--- src/rtl/priority_decoder_3b4.sv ---
// priority_decoder_3b4
//   Turns a stream of 3-bit priority codes back into one-hot 4-bit line vectors.
//   Codes arrive over a valid/ready handshake. Each decoded vector goes into a
//   2-entry FIFO and is presented downstream over valid/ready.
//   Null codes (0) and illegal codes (5..7) are consumed without being forwarded.
//   Illegal codes are also counted.
//
// Ports
//   clk        rising-edge clock
//   reset_n    synchronous active-low reset
//   Z          input code: 0 none, 1..4 line index + 1, 5..7 illegal
//   in_valid   Z is presented this cycle
//   in_ready   block can accept Z this cycle
//   w          one-hot vector at the FIFO head (0 when empty)
//   out_valid  w holds a decoded vector
//   out_ready  downstream consumes w this cycle
//   err        sticky flag: an illegal code has been accepted since reset
//   err_count  number of illegal codes accepted, saturating
//   dec_count  number of vectors pushed into the FIFO, wrapping
module priority_decoder_3b4 #(
  parameter int unsigned CNT_W = 8
) (
  input  logic             clk,
  input  logic             reset_n,
  input  logic [2:0]       Z,
  input  logic             in_valid,
  output logic             in_ready,
  output logic [3:0]       w,
  output logic             out_valid,
  input  logic             out_ready,
  output logic             err,
  output logic [CNT_W-1:0] err_count,
  output logic [CNT_W-1:0] dec_count
);

  typedef enum logic [1:0] {StEmpty, StOne, StFull} occ_e;

  occ_e state_q, state_d;

  logic [3:0]       mem_q [2];
  logic             wr_ptr_q, rd_ptr_q;
  logic             err_q;
  logic [CNT_W-1:0] err_count_q, dec_count_q;

  logic       accept, push, pop;
  logic       code_legal, code_illegal;
  logic [3:0] dec_vec;

  // Decode the incoming code. Z=0 is neither legal nor illegal: it is simply dropped.
  always_comb begin
    dec_vec      = 4'b0000;
    code_legal   = 1'b0;
    code_illegal = 1'b0;
    case (Z)
      3'd1:    begin dec_vec = 4'b0001; code_legal = 1'b1; end
      3'd2:    begin dec_vec = 4'b0010; code_legal = 1'b1; end
      3'd3:    begin dec_vec = 4'b0100; code_legal = 1'b1; end
      3'd4:    begin dec_vec = 4'b1000; code_legal = 1'b1; end
      3'd0:    ;
      default: code_illegal = 1'b1;
    endcase
  end

  assign accept = in_valid && in_ready;
  assign push   = accept && code_legal;
  assign pop    = out_valid && out_ready;

  // Occupancy state register
  always_ff @(posedge clk) begin
    if (!reset_n) begin
      state_q <= StEmpty;
    end else begin
      state_q <= state_d;
    end
  end

  // Occupancy next state. A push together with a pop leaves the occupancy unchanged.
  // pop is never true in StEmpty, because out_valid is low there.
  always_comb begin
    state_d = state_q;
    unique case (state_q)
      StEmpty: if (push)         state_d = StOne;
      StOne:   if (push && !pop) state_d = StFull;
               else if (pop && !push) state_d = StEmpty;
      StFull:  if (pop && !push) state_d = StOne;
      default: state_d = StEmpty;
    endcase
  end

  // Outputs. in_ready depends combinationally only on out_ready.
  always_comb begin
    out_valid = (state_q != StEmpty);
    in_ready  = (state_q != StFull) || out_ready;
    w         = out_valid ? mem_q[rd_ptr_q] : 4'b0000;
  end

  // FIFO storage and pointers. When full, a push with a pop writes into the slot
  // being vacated by the pop.
  always_ff @(posedge clk) begin
    if (!reset_n) begin
      mem_q[0] <= 4'b0000;
      mem_q[1] <= 4'b0000;
      wr_ptr_q <= 1'b0;
      rd_ptr_q <= 1'b0;
    end else begin
      if (push) begin
        mem_q[wr_ptr_q] <= dec_vec;
        wr_ptr_q        <= ~wr_ptr_q;
      end
      if (pop) begin
        rd_ptr_q <= ~rd_ptr_q;
      end
    end
  end

  // Status counters
  always_ff @(posedge clk) begin
    if (!reset_n) begin
      err_q       <= 1'b0;
      err_count_q <= '0;
      dec_count_q <= '0;
    end else begin
      if (accept && code_illegal) begin
        err_q <= 1'b1;
        if (err_count_q != {CNT_W{1'b1}}) begin
          err_count_q <= err_count_q + 1'b1;
        end
      end
      if (push) begin
        dec_count_q <= dec_count_q + 1'b1;
      end
    end
  end

  assign err       = err_q;
  assign err_count = err_count_q;
  assign dec_count = dec_count_q;

endmodule

--- config.mk ---
export PLATFORM = sky130hd
export DESIGN_NAME = priority_decoder_3b4
export DESIGN_NICKNAME = d
export VERILOG_FILES = /design/src/rtl/priority_decoder_3b4.sv
export SDC_FILE = /design/constraint.sdc
export NUM_CORES = 1
export LEC_CHECK = 0
export ABC_AREA = 1
export ABC_CLOCK_PERIOD_IN_PS = 2040
export CAP_MARGIN = 20
export CORE_MARGIN = 1
export CORE_UTILIZATION = 51
export DETAILED_ROUTE_END_ITERATION = 6
export HOLD_SLACK_MARGIN = 0.08
export PLACE_DENSITY = 0.77
export SLEW_MARGIN = 20
export SYNTH_ARGS = -nofsm -noshare
export SYNTH_HDL_FRONTEND = slang
export SYNTH_SLANG_ARGS = --single-unit
--- constraint.sdc ---
create_clock -name clk -period 2.04 [get_ports clk]
set_input_delay 0.612 -clock clk [delete_from_list [all_inputs] [get_ports clk]]
set_output_delay 0.612 -clock clk [all_outputs]
set_load 0.01 [all_outputs]
Word-level counts from Yosys, hierarchy flattened
Memories as Yosys holds them, arrays and structs flattened. A register that Yosys moved wholly into a read port is not among the register bits. Index checks and enable logic that the tools add are counted.

Add/subtract/negate cells: 2. Equality and inequality tests: 11. Reduce and logical (&&, ||, !) cells: 17. Bitwise logic cells: 2. Muxes and demuxes: 18.

Operators with widths (number): $add A8 B1 Y8 const B (2); $pmux W4 S4 (1); $mux W1 (10); $mux W2 (4); $mux W4 (2); $ne A8 B8 Y1 const B (1); $reduce_or A4 Y1 (2); $eq A3 B2 Y1 const B (2); $logic_and A1 B1 Y1 (6); $ne A2 B2 Y1 const B (3); $pmux W2 S3 (1); $reduce_or A5 Y1 (1); $eq A3 B1 Y1 const B (1); $eq A3 B3 Y1 const B (1); $logic_not A3 Y1 (1); $ne A3 B3 Y1 const B (1); $reduce_and A3 Y1 (1); $eq A2 B1 Y1 const B (1); $eq A2 B2 Y1 const B (1); $logic_not A1 Y1 (2); $logic_not A2 Y1 (1); $not A1 Y1 (2); $reduce_and A2 Y1 (1); $reduce_bool A2 Y1 (1); $logic_or A1 B1 Y1 (1).

Memories: 1. Flip-flop bits (word level): 21. Input port bits: 7. Bits in writable memories: 8.

Memory list: mem_q (words 2, width 4, read ports 1, clocked after Yosys merged registers in 1, wr ports 2, line 40) `logic [3:0] mem_q [2];`.

Longest topological paths before layout
Depth after elaboration: 9. Mapped depth: 12.

Least setup slack after synthesis
Ideal clock, no wire load.

Path kind: input port to flip-flop. Start point: input out_ready. End point: register state_q[0]. Setup slack: 0.232 ns. Path buffers: 1. Arrival time: 1.738 ns. Stages on the path: 12. Path through: inv_1 nand3_2 nand2_1 inv_2 nand2_4 buf_4 ha_1 nand2_1 nand2_1 inv_1 nand3_1 a21oi_1.

Cells in the longest elaborated chain, start to end: 7.

Ends and longest elaborated chain: start: declaration (line 30) `input logic out_ready,`; $logic_or A1 B1 Y1 * (line 93) `in_ready = (state_q != StFull) || out_ready;`; via in_ready (line 27) `output logic in_ready,`; $logic_and A1 B1 Y1 * (line 64) `assign accept = in_valid && in_ready;`; $logic_and A1 B1 Y1 * (line 65) `assign push = accept && code_legal;`; $logic_not A1 Y1 (line 84, 85); $logic_and A1 B1 Y1 (line 84, 85); $ne A3 B3 Y1 (no source line) or $ne A2 B2 Y1 (tied branches); $reduce_and A3 Y1 (no source line); end signal: assignment (line 71) `state_q <= StEmpty;`; end signal: assignment (line 73) `state_q <= state_d;`; end: declaration (line 38) `occ_e state_q, state_d;`.

Mark *: on every way through the listed nets, which the timed path passes. The rest lies on a longest branch. A chain may end at the register's enable or synchronous reset.

Final worst setup path
Start point: register dec_count_q[3], in the netlist dec_count[3]. End point: output dec_count[3].

RTL lines: start: declaration (line 43) `logic [CNT_W-1:0] err_count_q, dec_count_q;`; start signal: assignment (line 130) `dec_count_q <= dec_count_q + 1'b1;`; end: declaration (line 33) `output logic [CNT_W-1:0] dec_count`.

No word-level cell between the ends.

==> flow_metrics.env <==
export IMPL_synth_area_leader_cell="dfxtp_1"
export IMPL_worstSetupPathType="flip-flop to output port"
export IMPL_crit_family="buffers and inverters"
export IMPL_violations="design-rule violations"
export IMPL_yosysMostFrequentCell="nand2_1"
export IMPL_p_per_area_nw_per_um2=608
export IMPL_cts_tree="done"
export IMPL_cts_max_level=2
export IMPL_synth_fp_nets=216
export IMPL_fmax_ghz=0.508
export IMPL_ant_nets=0
export IMPL_place_congestion=0.775
export IMPL_pwr_share_seq_pct=53.9
export IMPL_totalWireLength_um=3330
export IMPL_die_h_um=56.9
export IMPL_root_buffer="clkbuf_4"
export IMPL_dp_cells=277
export IMPL_leakage_nw=0.850
export IMPL_drcViolationCount=2
export IMPL_min_from="err"
export IMPL_synth_ff_latch_count=30
export IMPL_p_sw_uw=355
export IMPL_routed_via_count=1437
export IMPL_cts_sinks=30
export IMPL_syn_area_per_cell_um2=7.51
export IMPL_start_util_pct=54.9
export IMPL_cts_buffers=5
export IMPL_worst_setup_path_end_kind="output port"
export IMPL_io_pins=30
export IMPL_total_power_mw=1.22
export IMPL_nets=264
export IMPL_slew_headroom_pct=71.6
export IMPL_setup_viol=0
export IMPL_grt_pass1_wl_um=5910
export IMPL_numPortBuffers=29
export IMPL_rows=19
export IMPL_placed_cell_area_um2=1960
export IMPL_stdcell_count=285
export IMPL_fin_skew_ns=0.00806
export IMPL_p_int_uw=865
export IMPL_sw_frac_of_total_pct=29.1
export IMPL_rr_worst_depth=9
export IMPL_drt_iter0_drc=33
export IMPL_num_antenna_cells=0
export IMPL_synth_top_area_share_pct=28.6
export IMPL_fin_area_um2=2010
export IMPL_grt_overflow=0
export IMPL_synthTopCellsByArea="dfxtp_1 (29%), edfxtp_1 (16%), nand2_1 (14%)"
export IMPL_hold_class="flip-flop to flip-flop"
export IMPL_synthCells=205
export IMPL_min_period_ns=1.97
export IMPL_wl_per_cell_um=11.7
export IMPL_reg2reg_to="state_q[1]"
export IMPL_crit_buf_inv=1
export IMPL_dp_worst_setup_slack_ns=-0.308
export IMPL_setup_slack_ns=0.0717
export IMPL_rsz0062_at_grt="false"
export IMPL_die_w_um=56.9
export IMPL_cp_max_fo=6
export IMPL_crit_chain="clkdlybuf4s50_1"
export IMPL_pwr_share_clk_pct=28.0
export IMPL_r2r_slack_ns=0.51
export IMPL_drv_slew=0
export IMPL_clkSlewWorstSetupHoldPaths_ns=0.10
export IMPL_grt_max_degree=14
export IMPL_syn_area_um2=1540
export IMPL_final_hold_violation_count=0
export IMPL_antenna_found_initial=0
export IMPL_synth_warnings=0
export IMPL_min_to="err"
export IMPL_hpwl_um=2510
export IMPL_area_delta_synth_final_pct=30.5
export IMPL_synth_seq_area_share_pct=44.2
export IMPL_cp_start_kind="flip-flop"
export IMPL_core_area_um2=2810
export IMPL_clk_insertion_delay_late_ns=0.33
export IMPL_synthDistinctLibCells=27
export IMPL_max_stage_delay_ns=0.58
export IMPL_holdBufCountCts=0
export IMPL_peakVddDrop_mv=0.462
export IMPL_cts_buffer_depth=2
export IMPL_max_cap_viol_count=0
export IMPL_worst_ep_required_time_ns=1.43
export IMPL_min_period_over_period_pct=96.5
export IMPL_status="finished, violations left"
export IMPL_ys_async_sr_fraction_pct=0
export IMPL_cp_arrival_ns=1.36
export IMPL_grt_pass1_vias=1436
export IMPL_grt_usage_pct=23.6
export IMPL_drive_above_1_share_pct=16.1
export IMPL_routed_via_density=5.04
export IMPL_yosys_top_cells_count="nand2_1 (56), dfxtp_1 (22), nor2_1 (22)"
export IMPL_synthFlopType="dfxtp_1"
export IMPL_synth_edf_count=8
export IMPL_first_pass_iters=6
export IMPL_crit_path_top_delay_cell="clkdlybuf4s50_1"
export IMPL_r2r_start="state_q[1]"
export IMPL_whs_path_depth=2
export IMPL_pwr_share_comb_pct=18.1
export IMPL_fp_dieArea_um2=3240
export IMPL_worst_pin_slew_ns=0.425
[metal layers]
layer | global-route usage (%) | vias up | wire (um) | part of all wire [%]
met3 | 5.22 | 6 | 127 | 3.8
met4 | 12.5 | 0 | 65 | 2.0
met2 | 40.3 | 31 | 1680 | 51
met5 | 0 | - | 0 | 0
met1 | 27.6 | 651 | 1450 | 44
li1 | - | 749 | - | -
[through the flow]
step	hold slack (ns)	util (%)	setup TNS, ns
after floorplan	0.426	-	0
after global placement	0.434	70.0	-0.602
after detailed placement	0.448	70.0	-1.38
after CTS	0.467	71.8	0
after global routing	0.488	71.6	0
final	0.474	71.6	0
[layout by cell type, fill, tap and decap left out, drive strengths merged]
| cell type | count |
|---|---|
| edfxtp | 8 |
| o21ai | 7 |
| ha | 4 |
| clkdlybuf4s50 | 23 |
| clkbuf | 6 |
| or2 | 1 |
| nand2 | 60 |
| xnor2 | 2 |
| a21oi | 22 |
| nand4 | 1 |
| nand3 | 14 |
| nor3 | 3 |
| dlygate4sd2 | 5 |
| dfxtp | 22 |
| nor2 | 25 |
| xor2 | 6 |
| inv | 25 |
| nor3b | 1 |
| clkinv | 2 |
| nand3b | 1 |
| buf | 16 |
[registers in the layout, indices dropped and copies added (netlist names), named ones only]
signal / flops
dec_count: 8
err: 1
err_count: 8
mem_q: 8
rd_ptr_q: 1
state_q: 2
wr_ptr_q: 1
[power groups by stage]
stage	combinational, mW	clock [mW]	sequential, mW
6_report	0.221	0.342	0.658
5_1_grt	0.247	0.373	0.662
4_1_cts	0.224	0.351	0.658
3_5_place_dp	0.232	0	0.672
3_3_place_gp	0.219	0	0.670
2_1_floorplan	0.118	0	0.671
[layout make-up]
| type | count | area, um2 |
|---|---|---|
| multi-input cells | 147 | 748 |
| clock buffers | 6 | 41.3 |
| clock inverters | 2 | 10.0 |
| flip-flops and latches | 30 | 684 |
| well taps | 31 | 38.8 |
| repair buffers | 44 | 392 |
| fillers | 241 | 797 |
| inverters | 25 | 93.8 |
[what timing repair did]
item | 4_1_cts | 5_1_grt
resized for setup | 11 | 1
endpoints found under the setup margin | 6 | 1
gates cloned | 0 | 0
setup buffers | 0 | 0
[cell families after synthesis]
group / after synthesis / synth area share, %
and+or+nand+nor: 106 / 31.1
adders and majority gates: 4 / 3.25
AOI/OAI and AO/OA: 29 / 9.67
xor gates and xnor gates: 8 / 4.55
buffers and inverters: 28 / 7.15
DFF: 30 / 44.2
[worst max path at each step]
stage | endpoint | startpoint | slack (ns) | cells after the start
global route | w[0] | state_q[1] | 0.02 | 4
global placement | in_ready | out_ready | -0.30 | 4
floorplan | state_q[0] | out_ready | 0.23 | 12
CTS | in_ready | out_ready | 0.003 | 4
finish | dec_count[3] | dec_count[3] | 0.07 | 1
detailed placement | in_ready | out_ready | -0.31 | 4
No activity file was read; power rests on OpenSTA's default activity.
